### config.mk
export PLATFORM = sky130hd
export DESIGN_NAME = id_ex_stage_flat
export DESIGN_NICKNAME = d
export VERILOG_FILES = /design/src/rtl/id_ex_stage_pkg.sv /design/src/rtl/id_ex_stage_if.sv /design/src/rtl/id_ex_stage_operand_bypass.sv /design/src/rtl/id_ex_stage.sv /design/src/flat_wrapper.sv
export SDC_FILE = /design/constraint.sdc
export NUM_CORES = 1
export LEC_CHECK = 0
export CAP_MARGIN = 20
export CORE_ASPECT_RATIO = 0.9
export CORE_UTILIZATION = 35
export DETAILED_ROUTE_END_ITERATION = 7
export GPL_TIMING_DRIVEN = 0
export HOLD_SLACK_MARGIN = 0.06
export PLACE_DENSITY = 0.82
export SYNTH_ARGS = -nofsm -noshare
export SYNTH_HDL_FRONTEND = slang
export SYNTH_SLANG_ARGS = --single-unit
export TNS_END_PERCENT = 20
### constraint.sdc
create_clock -name clk -period 2.2 [get_ports clk]
set_clock_uncertainty 0.2 [all_clocks]
set_input_delay 0.66 -clock clk [delete_from_list [all_inputs] [get_ports clk]]
set_output_delay 0.66 -clock clk [all_outputs]
set_load 0.005 [all_outputs]
### src/rtl/id_ex_stage_pkg.sv
// Shared widths, control-bundle bit positions and types for the ID->EX stage.
package id_ex_stage_pkg;
  localparam int DATA_W         = 24;
  localparam int REG_ADDR_W     = 4;
  localparam int CTRL_W         = 8;
  localparam int NUM_OPS        = 2;
  localparam int CTRL_REG_WRITE = 0;
  localparam int CTRL_MEM_READ  = 1;
  localparam int CTRL_MEM_WRITE = 2;

  typedef logic [CTRL_W-1:0]     ctrl_t;
  typedef logic [DATA_W-1:0]     data_t;
  typedef logic [REG_ADDR_W-1:0] reg_t;

  localparam reg_t REG_ZERO = '0;

  // Register-address match that never fires for $zero.
  function automatic logic reg_hit(input reg_t a, input reg_t b);
    return (a == b) && (a != REG_ZERO);
  endfunction
endpackage

### src/rtl/id_ex_stage_if.sv
// Decode/writeback/execute signal bundle seen by the ID->EX register.
interface id_ex_stage_if;
  import id_ex_stage_pkg::*;
  logic  in_valid, in_ready;
  reg_t  id_rs1, id_rs2, id_rd;
  data_t id_rd1_data, id_rd2_data, id_imm;
  ctrl_t id_ctrl;
  logic  wb_write_en;
  reg_t  wb_write_dest;
  data_t wb_write_data;
  logic  flush, ex_ready, ex_valid, load_use_stall;
  reg_t  ex_rs1, ex_rs2, ex_rd;
  data_t ex_op1, ex_op2, ex_imm;
  ctrl_t ex_ctrl;

  modport slave (
    input  in_valid, id_rs1, id_rs2, id_rd, id_rd1_data, id_rd2_data, id_imm, id_ctrl,
           wb_write_en, wb_write_dest, wb_write_data, flush, ex_ready,
    output in_ready, ex_valid, ex_rs1, ex_rs2, ex_rd, ex_op1, ex_op2, ex_imm, ex_ctrl,
           load_use_stall
  );
  modport master (
    output in_valid, id_rs1, id_rs2, id_rd, id_rd1_data, id_rd2_data, id_imm, id_ctrl,
           wb_write_en, wb_write_dest, wb_write_data, flush, ex_ready,
    input  in_ready, ex_valid, ex_rs1, ex_rs2, ex_rd, ex_op1, ex_op2, ex_imm, ex_ctrl,
           load_use_stall
  );
endinterface

### src/rtl/id_ex_stage_operand_bypass.sv
// Per-operand writeback bypass: capture-time select plus held-operand snoop match.
module operand_bypass
  import id_ex_stage_pkg::*;
(
  input  reg_t  id_rs,
  input  data_t id_data,
  input  reg_t  ex_rs,
  input  logic  wb_en,
  input  reg_t  wb_dest,
  input  data_t wb_data,
  output data_t cap_op,
  output logic  snoop_hit
);
  logic cap_hit;

  assign cap_hit   = wb_en & reg_hit(id_rs, wb_dest);
  // $zero reads as 0 even if the regfile port returns garbage.
  assign cap_op    = (id_rs == REG_ZERO) ? '0 : (cap_hit ? wb_data : id_data);
  assign snoop_hit = wb_en & reg_hit(ex_rs, wb_dest);
endmodule

### src/rtl/id_ex_stage.sv
// ID->EX pipeline register with writeback bypass, load-use bubble, hold and flush.
module id_ex_stage
  import id_ex_stage_pkg::*;
(
  input logic         clk,
  input logic         rst,
  id_ex_stage_if.slave bus
);
  logic                              vld;
  ctrl_t                             ctrl_q;
  reg_t                              rd_q;
  data_t                             imm_q;
  logic [NUM_OPS-1:0][REG_ADDR_W-1:0] rs_q;
  logic [NUM_OPS-1:0][DATA_W-1:0]     op_q;
  logic [NUM_OPS-1:0][REG_ADDR_W-1:0] id_rs;
  logic [NUM_OPS-1:0][DATA_W-1:0]     id_data;
  logic [NUM_OPS-1:0][DATA_W-1:0]     cap_op;
  logic [NUM_OPS-1:0]                 snoop_hit;
  logic advance, lus, accept;

  assign id_rs   = {bus.id_rs2, bus.id_rs1};
  assign id_data = {bus.id_rd2_data, bus.id_rd1_data};

  for (genvar g = 0; g < NUM_OPS; g++) begin : g_byp
    operand_bypass u_byp (
      .id_rs    (id_rs[g]),
      .id_data  (id_data[g]),
      .ex_rs    (rs_q[g]),
      .wb_en    (bus.wb_write_en),
      .wb_dest  (bus.wb_write_dest),
      .wb_data  (bus.wb_write_data),
      .cap_op   (cap_op[g]),
      .snoop_hit(snoop_hit[g])
    );
  end

  assign advance = !vld | bus.ex_ready;
  // Stall is visible even while EX backpressures, so upstream sees a steady hold.
  assign lus     = bus.in_valid & vld & ctrl_q[CTRL_MEM_READ] & (rd_q != REG_ZERO) &
                   ((rd_q == bus.id_rs1) | (rd_q == bus.id_rs2));
  assign bus.in_ready       = advance & !lus & !bus.flush;
  assign accept             = bus.in_valid & bus.in_ready;
  assign bus.load_use_stall = lus;

  always_ff @(posedge clk or negedge rst) begin
    if (!rst) begin
      vld    <= 1'b0;
      ctrl_q <= '0;
      rd_q   <= '0;
      imm_q  <= '0;
      rs_q   <= '0;
      op_q   <= '0;
    end else if (bus.flush) begin
      vld    <= 1'b0;
      ctrl_q <= '0;
    end else if (advance) begin
      vld <= accept;
      if (accept) begin
        ctrl_q <= bus.id_ctrl;
        rd_q   <= bus.id_rd;
        imm_q  <= bus.id_imm;
        rs_q   <= id_rs;
        op_q   <= cap_op;
      end else begin
        ctrl_q <= '0;
      end
    end else begin
      // Held instruction keeps tracking writebacks to its sources.
      for (int i = 0; i < NUM_OPS; i++)
        if (snoop_hit[i]) op_q[i] <= bus.wb_write_data;
    end
  end

  assign bus.ex_valid = vld;
  assign bus.ex_ctrl  = ctrl_q;
  assign bus.ex_rd    = rd_q;
  assign bus.ex_imm   = imm_q;
  assign bus.ex_rs1   = rs_q[0];
  assign bus.ex_rs2   = rs_q[1];
  assign bus.ex_op1   = op_q[0];
  assign bus.ex_op2   = op_q[1];
endmodule

### src/flat_wrapper.sv
// flat-port wrapper written by rule: the top's interface ports become plain ports
module id_ex_stage_flat import id_ex_stage_pkg::*;
  (clk, rst, bus_in_valid, bus_id_rs1, bus_id_rs2, bus_id_rd, bus_id_rd1_data, bus_id_rd2_data, bus_id_imm, bus_id_ctrl, bus_wb_write_en, bus_wb_write_dest, bus_wb_write_data, bus_flush, bus_ex_ready, bus_in_ready, bus_ex_valid, bus_ex_rs1, bus_ex_rs2, bus_ex_rd, bus_ex_op1, bus_ex_op2, bus_ex_imm, bus_ex_ctrl, bus_load_use_stall);
  id_ex_stage_if bus_i ();
  input logic clk;
  input logic rst;
  input wire logic [$bits(bus_i.in_valid)-1:0] bus_in_valid;
  input wire logic [$bits(bus_i.id_rs1)-1:0] bus_id_rs1;
  input wire logic [$bits(bus_i.id_rs2)-1:0] bus_id_rs2;
  input wire logic [$bits(bus_i.id_rd)-1:0] bus_id_rd;
  input wire logic [$bits(bus_i.id_rd1_data)-1:0] bus_id_rd1_data;
  input wire logic [$bits(bus_i.id_rd2_data)-1:0] bus_id_rd2_data;
  input wire logic [$bits(bus_i.id_imm)-1:0] bus_id_imm;
  input wire logic [$bits(bus_i.id_ctrl)-1:0] bus_id_ctrl;
  input wire logic [$bits(bus_i.wb_write_en)-1:0] bus_wb_write_en;
  input wire logic [$bits(bus_i.wb_write_dest)-1:0] bus_wb_write_dest;
  input wire logic [$bits(bus_i.wb_write_data)-1:0] bus_wb_write_data;
  input wire logic [$bits(bus_i.flush)-1:0] bus_flush;
  input wire logic [$bits(bus_i.ex_ready)-1:0] bus_ex_ready;
  output wire logic [$bits(bus_i.in_ready)-1:0] bus_in_ready;
  output wire logic [$bits(bus_i.ex_valid)-1:0] bus_ex_valid;
  output wire logic [$bits(bus_i.ex_rs1)-1:0] bus_ex_rs1;
  output wire logic [$bits(bus_i.ex_rs2)-1:0] bus_ex_rs2;
  output wire logic [$bits(bus_i.ex_rd)-1:0] bus_ex_rd;
  output wire logic [$bits(bus_i.ex_op1)-1:0] bus_ex_op1;
  output wire logic [$bits(bus_i.ex_op2)-1:0] bus_ex_op2;
  output wire logic [$bits(bus_i.ex_imm)-1:0] bus_ex_imm;
  output wire logic [$bits(bus_i.ex_ctrl)-1:0] bus_ex_ctrl;
  output wire logic [$bits(bus_i.load_use_stall)-1:0] bus_load_use_stall;
  assign bus_i.in_valid = bus_in_valid;
  assign bus_i.id_rs1 = bus_id_rs1;
  assign bus_i.id_rs2 = bus_id_rs2;
  assign bus_i.id_rd = bus_id_rd;
  assign bus_i.id_rd1_data = bus_id_rd1_data;
  assign bus_i.id_rd2_data = bus_id_rd2_data;
  assign bus_i.id_imm = bus_id_imm;
  assign bus_i.id_ctrl = bus_id_ctrl;
  assign bus_i.wb_write_en = bus_wb_write_en;
  assign bus_i.wb_write_dest = bus_wb_write_dest;
  assign bus_i.wb_write_data = bus_wb_write_data;
  assign bus_i.flush = bus_flush;
  assign bus_i.ex_ready = bus_ex_ready;
  assign bus_in_ready = bus_i.in_ready;
  assign bus_ex_valid = bus_i.ex_valid;
  assign bus_ex_rs1 = bus_i.ex_rs1;
  assign bus_ex_rs2 = bus_i.ex_rs2;
  assign bus_ex_rd = bus_i.ex_rd;
  assign bus_ex_op1 = bus_i.ex_op1;
  assign bus_ex_op2 = bus_i.ex_op2;
  assign bus_ex_imm = bus_i.ex_imm;
  assign bus_ex_ctrl = bus_i.ex_ctrl;
  assign bus_load_use_stall = bus_i.load_use_stall;
  id_ex_stage u_core (.clk(clk), .rst(rst), .bus(bus_i));
endmodule
==> results of run 1 <==
==> placed cells by master, fill, tap and decap left out, drive strengths merged, types with 5 or more instances in the layout <==
| cell type | count |
|---|---|
| clkdlybuf4s50 | 193 |
| buf | 49 |
| nand2 | 10 |
| mux2 | 84 |
| dfrtp | 93 |
| dlygate4sd2 | 5 |
| dlymetal6s2s | 6 |
| nand4 | 14 |
| xnor2 | 20 |
| a22o | 48 |
| a21oi | 13 |
| clkbuf | 20 |
==> path summary, 6_finish.rpt <==
check / startpoint / endpoint / slack (ns) / depth (start not counted)
max in group asynchronous: rst / u_core.bus.ex_rd[1]$_DFFE_PN0P_ / 1.01 / 2
setup / recovery: bus_in_valid / bus_in_ready / -0.44 / 7
min in group clk: u_core.bus.ex_op2[7]$_DFFE_PN0P_ / u_core.bus.ex_op2[7]$_DFFE_PN0P_ / 0.30 / 1
hold / removal: rst / u_core.bus.ex_op1[10]$_DFFE_PN0P_ / 0.12 / 1
hold reg to reg: u_core.bus.ex_op2[7]$_DFFE_PN0P_ / u_core.bus.ex_op2[7]$_DFFE_PN0P_ / 0.30 / 1
setup reg to reg: u_core.bus.ex_rd[3]$_DFFE_PN0P_ / u_core.bus.ex_op2[10]$_DFFE_PN0P_ / -0.19 / 8
==> final cells by class <==
class / instances / area share, %
repair buffers: 241 / 31.1
inverters: 1 / 0.0810
clock buffers: 10 / 3.09
plain buffers: 23 / 2.85
clock inverters: 6 / 0.939
well taps: 164 / 2.66
flip-flops and latches: 93 / 30.2
multi-input cells: 215 / 29.1
==> power groups by stage <==
stage                     Sequential (W)  Combinational (W)  Clock, W
after floorplan                  0.00226           0.000626         0
after global routing             0.00228            0.00198   0.00172
final                            0.00224            0.00186   0.00160
after global placement           0.00224            0.00168         0
after detailed placement         0.00226            0.00172         0
after CTS                        0.00224            0.00181   0.00164
==> metal layers <==
layer | global-route usage (%) | routed length, um | vias up | share of wire, %
li1 | - | - | 1757 | -
met1 | 25.4 | 5970 | 1876 | 43
met2 | 35.8 | 7060 | 132 | 50
met3 | 6.02 | 857 | 13 | 6.1
met4 | 5.20 | 140 | 0 | 1.0
met5 | 0 | 0 | - | 0
==> state kept, by name (all words and copies together) (netlist names) <==
register	count
u_core.bus.ex_op1	24
u_core.bus.ex_rs2	4
u_core.bus.ex_valid	1
u_core.bus.ex_rd	4
u_core.bus.ex_ctrl	8
u_core.bus.ex_imm	24
u_core.bus.ex_op2	24
u_core.bus.ex_rs1	4
==> logic make-up (layout without fill, tap and decap cells) <==
kind of cell    after synthesis  count (layout)
flops                        93              93
mux                          84              84
compound gates               68              68
simple gates                 43              43
buf+inv                      24             281
xor+xnor                     20              20
==> what timing repair did <==
action                     in CTS  in global routing
gates cloned                    2                  2
setup endpoints to repair      99                 91
buffers inserted               10                  9
pin swaps                       8                 15
resized for setup              96                 28
==> metrics by stage <==
step           setup TNS [ns]  worst slack (ns)
2_1_floorplan          -10.48            -0.151
3_3_place_gp          -369.99             -3.08
3_5_place_dp           -87.05             -1.33
4_1_cts                -23.73            -0.479
5_1_grt                -17.95            -0.515
6_report               -13.72            -0.443
==> run_results.csv, run 1 <==
group,metric,value,unit
final_layout,final_util,60.9,%
placement,io_buffer_count,218,
final_layout,n_antenna_cell,0,
global_route,grt_pass1_wl,20.9,mm
worst_setup_path,crit_path_end_kind,"primary output",
global_route,grt_max_degree,48,
routing,route.vias.total,3778,
yosys,synth_fa_ha_area_share,0,%
routing,drtAntennaViolNets,0,
worst_setup_path,cp.arrival,1.78,ns
pwr,total_power,0.00570,W
yosys,ys_warn_count,0,
global_route,overflow,0,
final_layout,design_area,7720,um^2
clock_tree,root_buffer,"clkbuf_16",
global_route,grt_pass1_vias,3836,
yosys,avgSynthCellArea,13.7,um^2
timing,rsz0062_at_grt,"true",
worst_setup_path,worstPathMaxFanout,4,
yosys,syn_inst,332,
pwr,internal-power,0.00424,W
yosys,ys_seq_area_share,51.3,%
clock_tree,cts_tree,"done",
final_layout,drive_gt1_share,30.7,%
timing,finalHoldViolCount,0,
yosys,synth_fp_nets,458,
pwr,p_leak,3.43,nW
yosys,synthTopCellsByArea,"dfrtp_1 51%, mux2_2 13%, mux2_4 9.9%, a22o_1 9.3%, xnor2_1 3.9%",
timing,fmax,378,MHz
die,rows,39,
job,maxCapViolations,0,
yosys,synth_xor_area_share,3.86,%
timing,tightest_slew,0.621,ns
final_layout,layout.nets,710,
worst_setup_path,critPathTopFamily,"buffers and inverters",
timing,slew_headroom,58.6,%
clock_tree,insertion_delay,0.34,ns
yosys,synth_area,4540,um^2
worst_setup_path,slowest_delay,0.32,ns
yosys,muxShareOfSynthArea,23.3,%
worst_setup_path,worstPathRequired,1.34,ns
status,violations,"setup timing",
yosys,synth_top_family_by_area,"multiplexers",
timing,fin_crit,2.64,ns
yosys,synthDistinctLibCells,28,
status,status,"finished with violations",
clock_tree,clk_pin_slew,0.06,ns
global_route,grtUsageTotal,20.8,%
clock_tree,cts_max_level,3,
routing,drc_errors,0,
yosys,synth_edf_count,0,
placement,place_inst,715,
final_layout,syn_to_final_growth,70.3,%
routing,wl,14.0,mm
pwr,swShare,25.7,%
routing,viasPerCell,5.02,
timing,whs,0.123,ns
pwr,vdd_drop_max,588,uV
pwr,p_seq_share,39.3,%
die,die_h,110,um
pwr,power_density,738,nW/um^2
timing,drv_slew,0,
die,chipWidth,122,um
pwr,clkPwrFrac,28.1,%
routing,drtIter0Drc,102,
die,dieArea,13400,um^2
die,ios,221,
placement,dpl.hpwl,10.0,mm
final_layout,fillers,1010,
yosys,synth_top_area_share,51.3,%
die,coreArea,12700,um^2
worst_setup_path,worst-path-buf-inv,4,
yosys,synth_area_leader_cell,"dfrtp_1",
clock_tree,cts_inserted_buffers,9,
placement,post_dp_cell_area,6990,um^2
yosys,ys_ff_latch,93,
clock_tree,clock-sinks,93,
placement,routabilityCongestion,0.800,
yosys,synth.most_common_cell,"dfrtp_1",
worst_setup_path,crit_path_start_kind,"primary input",
clock_tree,cts_hold_buf,0,
global_route,antenna_found_initial,0,
worst_setup_path,path_cells,"dlygate4sd2_1 > nand3_1 > a211o_4 > buf_6 > inv_4 > nor3_2 > buf_2",
timing,finalSetupViolCount,86,
final_layout,regArea,2330,um^2
clock_tree,clk_path_buf_depth,2,
timing,layout_setup_ws,-0.443,ns
pwr,pwr-share-comb,32.6,%
routing,post_drt_wl_per_cell,18.6,um
final_layout,instances_no_fill,753,
hold_path,hold_path_class,"primary input to asynchronous set/reset pin",
routing,dr.pass1.iters,4,
yosys,synth-compound-area-share,12.6,%
yosys,ys_top_cells_by_count,"93 x dfrtp_1, 54 x mux2_2, 48 x a22o_1, 30 x mux2_4, 20 x xnor2_1",
yosys,synth-async-reset-ratio,100,%
yosys,synthSimpleGateAreaFrac,5.13,%
final_layout,multi_input_area,2240,um^2
worst_setup_path,crit_slowest_cell,"dlygate4sd2_1",
die,initial_core_util,35.7,%
pwr,switchingPower,0.00147,W
worst_setup_path,critPathKind,"primary input to primary output",
timing,fin_crit_sh,120,%
yosys,synth_ff_type,"dfrtp_1",
Power figures use the tool's default switching activity.
==> inputs of run 2 (changes only) <==
--- a/config.mk
+++ b/config.mk
@@ -6,7 +6,7 @@
 export NUM_CORES = 1
 export LEC_CHECK = 0
 export CAP_MARGIN = 20
-export CORE_ASPECT_RATIO = 0.9
+export CORE_ASPECT_RATIO = 0.75
 export CORE_UTILIZATION = 35
 export DETAILED_ROUTE_END_ITERATION = 7
 export GPL_TIMING_DRIVEN = 0
==> run_results.csv, run 2 (synthesized netlist as in run 1, its figures left out) <==
group,metric,value,unit
status,status,"finished with violations",
status,violations,"setup timing",
pwr,power_density,723,nW/um^2
routing,drtAntennaViolNets,0,
die,coreArea,12400,um^2
pwr,pwr-share-comb,32.7,%
pwr,internal-power,0.00408,W
final_layout,layout.cells.most_common_list,"195 x clkdlybuf4s50_1, 87 x dfrtp_1, 54 x mux2_2",
die,chipWidth,133,um
timing,tns,-16.77,ns
routing,drc_errors,0,
worst_setup_path,critPathTopFamily,"buffers and inverters",
routing,wl,13.9,mm
pwr,p_leak,3.29,nW
final_layout,final_common_cell,"clkdlybuf4s50_1",
worst_setup_path,crit_path_end_kind,"primary output",
routing,dr.pass1.iters,4,
clock_tree,clk_pin_slew,0.07,ns
timing,drv_slew,0,
pwr,swShare,25.9,%
clock_tree,cts_hold_buf,0,
final_layout,design_area,7610,um^2
worst_setup_path,worstPathRequired,1.34,ns
final_layout,syn_to_final_growth,67.7,%
final_layout,layout.nets,706,
timing,fin_crit,2.69,ns
clock_tree,clk_path_buf_depth,2,
timing,slew_headroom,58.8,%
routing,drtIter0Drc,160,
global_route,overflow,0,
final_layout,n_antenna_cell,0,
clock_tree,insertion_delay,0.33,ns
hold_path,hold_path_class,"primary input to asynchronous set/reset pin",
final_layout,drive_gt1_share,30.1,%
worst_setup_path,worstPathMaxFanout,4,
worst_setup_path,cp.arrival,1.83,ns
global_route,grt_pass1_wl,21.6,mm
placement,post_dp_cell_area,6990,um^2
routing,route.vias.total,3840,
die,ios,221,
worst_setup_path,worst-path-buf-inv,4,
worst_setup_path,crit_path_start_kind,"primary input",
placement,io_buffer_count,218,
routing,viasPerCell,5.11,
placement,dpl.hpwl,10.3,mm
global_route,grt_pass1_vias,4073,
clock_tree,cts_inserted_buffers,9,
job,maxCapViolations,0,
worst_setup_path,path_cells,"dlygate4sd2_1 > nand3_1 > a211o_4 > buf_6 > inv_4 > nor3_2 > buf_2",
die,dieArea,13400,um^2
routing,post_drt_wl_per_cell,18.5,um
placement,routabilityCongestion,0.818,
pwr,clkPwrFrac,26.7,%
global_route,antenna_found_initial,0,
pwr,vdd_drop_max,371,uV
global_route,grt_max_degree,48,
global_route,grtUsageTotal,21.0,%
pwr,p_seq_share,40.6,%
worst_setup_path,crit_slowest_cell,"a211o_4",
worst_setup_path,slowest_delay,0.33,ns
timing,finalHoldViolCount,0,
die,rows,35,
clock_tree,cts_max_level,3,
clock_tree,cts_tree,"done",
clock_tree,root_buffer,"clkbuf_16",
timing,layout_setup_ws,-0.492,ns
timing,fmax,371,MHz
die,initial_core_util,36.5,%
worst_setup_path,critPathKind,"primary input to primary output",
clock_tree,clock-sinks,93,
pwr,switchingPower,0.00143,W
timing,rsz0062_at_grt,"true",
timing,finalSetupViolCount,86,
die,die_h,101,um
timing,fin_crit_sh,122,%
timing,tightest_slew,0.618,ns
==> run 2: changes by cell type in the layout (fill, tap and decap cells not counted), moves of 4 or more <==
| cell | before | now |
|---|---|---|
| buf_2 | 16 | 12 |
| buf_8 | 3 | 8 |
| mux2_2 | 36 | 54 |
| mux2_4 | 48 | 30 |
==> run 2: path summary, 6_finish.rpt <==
check | cells past startpoint | slack (ns) | start | endpoint
worst min register to register | 1 | 0.30 | u_core.bus.ex_op1[8]$_DFFE_PN0P_ | u_core.bus.ex_op1[8]$_DFFE_PN0P_
min in group clk | 1 | 0.30 | u_core.bus.ex_op1[8]$_DFFE_PN0P_ | u_core.bus.ex_op1[8]$_DFFE_PN0P_
worst max register to register | 8 | -0.20 | u_core.bus.ex_rd[1]$_DFFE_PN0P_ | u_core.bus.ex_op2[5]$_DFFE_PN0P_
worst min-delay path | 1 | 0.14 | rst | u_core.bus.ex_rd[1]$_DFFE_PN0P_
worst max-delay path | 7 | -0.49 | bus_in_valid | bus_in_ready
max in group asynchronous | 2 | 1.02 | rst | u_core.bus.ex_op1[7]$_DFFE_PN0P_
==> run 2: timing repair <==
action,CTS,global route
pin swaps,12,10
hold endpoints to repair,0,0
gates cloned,3,1
endpoints found under the setup margin,99,90
resized for setup,85,30
buffers inserted,10,4
==> run 2: routing by layer <==
layer | track usage (%) | wire length (um)
met4 | 6.64 | 304
met2 | 35.7 | 6910
met5 | 0 | 0
met3 | 5.38 | 878
met1 | 26.3 | 5810
==> run 2: power groups by stage <==
stage	sequential, W	clock, W	combinational [W]
after global routing	0.00228	0.00160	0.00192
after floorplan	0.00226	0	0.000626
after detailed placement	0.00226	0	0.00173
final	0.00223	0.00147	0.00180
after global placement	0.00224	0	0.00169
after CTS	0.00223	0.00152	0.00178
==> run 2: through the flow <==
step | cells | setup slack [ns] | util [%] | hold WS, ns | power (W)
6_report | 751 | -0.492 | 61.2 | 0.138 | 0.00550
3_3_place_gp | 716 | -3.05 | 56.0 | 0.287 | 0.00393
5_1_grt | 751 | -0.514 | 61.2 | 0.181 | 0.00579
3_5_place_dp | 717 | -1.34 | 56.2 | 0.292 | 0.00399
2_1_floorplan | 332 | -0.151 | - | 0.164 | 0.00289
4_1_cts | 746 | -0.466 | 60.0 | 0.156 | 0.00553
==> run 2: cell type report <==
class / count / area [um^2]
multi-input cells: 215 / 2170
inverters: 1 / 6.26
well taps: 166 / 208
flip-flops and latches: 93 / 2330
clock inverters: 5 / 45.0
fillers: 998 / 4830
plain buffers: 23 / 220
clock buffers: 11 / 243
repair buffers: 237 / 2380
==> inputs of run 3 (changes only) <==
--- a/config.mk
+++ b/config.mk
@@ -8,10 +8,11 @@
 export CAP_MARGIN = 20
 export CORE_ASPECT_RATIO = 0.75
 export CORE_UTILIZATION = 35
+export CTS_CLUSTER_DIAMETER = 100
 export DETAILED_ROUTE_END_ITERATION = 7
 export GPL_TIMING_DRIVEN = 0
 export HOLD_SLACK_MARGIN = 0.06
-export PLACE_DENSITY = 0.82
+export PLACE_DENSITY = 0.74
 export SYNTH_ARGS = -nofsm -noshare
 export SYNTH_HDL_FRONTEND = slang
 export SYNTH_SLANG_ARGS = --single-unit
==> run_results.csv, run 3 (synthesized netlist as in run 1, its figures left out) <==
group,metric,value,unit
status,status,"finished with violations",
status,violations,"setup timing",
final_layout,layout.cells.most_common_list,"197 x clkdlybuf4s50_1, 88 x dfrtp_1, 60 x mux2_4",
routing,dr.pass1.iters,4,
timing,finalSetupViolCount,88,
pwr,p_leak,3.46,nW
worst_setup_path,worstPathMaxFanout,4,
global_route,grt_max_degree,51,
placement,io_buffer_count,218,
clock_tree,cts_max_level,3,
timing,fin_crit,2.69,ns
timing,tns,-33.46,ns
global_route,grt_pass1_wl,22.1,mm
timing,fmax,372,MHz
timing,tightest_slew,0.580,ns
clock_tree,clock-sinks,93,
job,maxCapViolations,0,
global_route,grt_pass1_vias,4076,
die,initial_core_util,36.5,%
placement,routabilityCongestion,0.778,
final_layout,layout.nets,710,
clock_tree,cts_hold_buf,0,
die,chipWidth,133,um
clock_tree,insertion_delay,0.34,ns
clock_tree,clk_pin_slew,0.07,ns
worst_setup_path,crit_path_end_kind,"primary output",
routing,drtAntennaViolNets,0,
die,die_h,101,um
placement,dpl.hpwl,10.2,mm
worst_setup_path,path_cells,"buf_2 > xnor2_2 > nand4_1 > a211o_4 > buf_8 > inv_4 > nor3_2 > buf_2",
die,rows,35,
worst_setup_path,crit_slowest_cell,"a211o_4",
global_route,grtUsageTotal,21.4,%
worst_setup_path,critPathKind,"primary input to primary output",
timing,finalHoldViolCount,0,
worst_setup_path,cp.arrival,1.83,ns
final_layout,final_common_cell,"clkdlybuf4s50_1",
pwr,power_density,724,nW/um^2
die,ios,221,
timing,fin_crit_sh,122,%
timing,drv_slew,0,
die,dieArea,13400,um^2
hold_path,hold_path_class,"primary input to asynchronous set/reset pin",
worst_setup_path,slowest_delay,0.38,ns
clock_tree,cts_inserted_buffers,9,
routing,drc_errors,0,
timing,slew_headroom,61.3,%
routing,post_drt_wl_per_cell,19.0,um
worst_setup_path,worstPathRequired,1.34,ns
pwr,total_power,0.00561,W
global_route,antenna_found_initial,0,
global_route,overflow,0,
worst_setup_path,crit_path_start_kind,"primary input",
pwr,vdd_drop_max,331,uV
clock_tree,clk_path_buf_depth,2,
worst_setup_path,cp_common_cell,"buf_2",
timing,layout_setup_ws,-0.485,ns
clock_tree,cts_tree,"done",
final_layout,drive_gt1_share,30.2,%
routing,route.vias.total,3784,
routing,wl,14.4,mm
final_layout,n_antenna_cell,0,
routing,drtIter0Drc,122,
timing,rsz0062_at_grt,"true",
routing,viasPerCell,5.01,
final_layout,syn_to_final_growth,71.0,%
clock_tree,root_buffer,"clkbuf_16",
die,coreArea,12400,um^2
## run 3: changes by cell type in the layout (fill, tap and decap cells not counted), sizes merged
cell,delta
dlygate4sd2,-1
clkinvlp,+1
clkdlybuf4s50,+2
clkbuf,+1
buf,+2
clkinv,-3
inv,+3
clkdlybuf4s15,-1
## run 3: per-layer routing
metal  part of all wire (%)  vias up  global-route usage [%]
li1                       -     1744                       -
met1                     45     1884                    27.6
met2                     48      143                    36.2
met3                    6.1       13                    5.48
met4                   0.84        0                    4.72
met5                      0        -                       0
## run 3: layout make-up
| cell class | count | area [um^2] |
|---|---|---|
| plain buffers | 23 | 224 |
| clock buffers | 10 | 229 |
| clock inverters | 6 | 52.6 |
| fillers | 979 | 4680 |
| inverters | 1 | 6.26 |
| multi-input cells | 215 | 2260 |
| flip-flops and latches | 93 | 2330 |
| well taps | 166 | 208 |
| repair buffers | 241 | 2450 |
## run 3: worst max-delay path: cells and delay by family
family | cells | cell delay, ns
AOI/OAI and AO/OA | 1 | 0.38
and+or+nand+nor | 2 | 0.16
xor gates and xnor gates | 1 | 0.17
buffers and inverters | 4 | 0.45
## run 3: final timing paths
path / to / slack [ns] / cells past startpoint / from
worst max-delay path: bus_in_ready / -0.49 / 8 / bus_id_rs2[1]
worst min-delay path: u_core.bus.ex_rd[2]$_DFFE_PN0P_ / 0.11 / 1 / rst
worst max register to register: u_core.bus.ex_op1[9]$_DFFE_PN0P_ / -0.43 / 10 / u_core.bus.ex_rd[2]$_DFFE_PN0P_
worst min register to register: u_core.bus.ex_op2[16]$_DFFE_PN0P_ / 0.31 / 1 / u_core.bus.ex_op2[16]$_DFFE_PN0P_
max in group asynchronous: u_core.bus.ex_op1[6]$_DFFE_PN0P_ / 1.03 / 2 / rst
min in group clk: u_core.bus.ex_op2[16]$_DFFE_PN0P_ / 0.31 / 1 / u_core.bus.ex_op2[16]$_DFFE_PN0P_
## run 3: power by group
part / internal [W] / switching [W]
sequential: 0.00203 / 0.000215
combinational: 0.00131 / 0.000575
clock: 0.000787 / 0.000693
## run 3: repair_timing
item / 4_1_cts / 5_1_grt
resized for setup: 112 / 16
endpoints found under the setup margin: 99 / 91
endpoints found under the hold margin: 0 / 0
gates cloned: 4 / 3
pin swaps: 7 / 6
buffers inserted: 11 / 4
## run 3: stage by stage
step	hold WS [ns]	area (um^2)	util [%]	setup slack, ns	std cells
finish	0.113	7760	62.4	-0.485	755
global route	0.153	7760	62.4	-0.551	755
CTS	0.132	7590	61.0	-0.484	748
detailed placement	0.292	6990	56.2	-1.34	717
global placement	0.287	6970	56.0	-3.14	716
floorplan	0.164	4580	-	-0.151	332
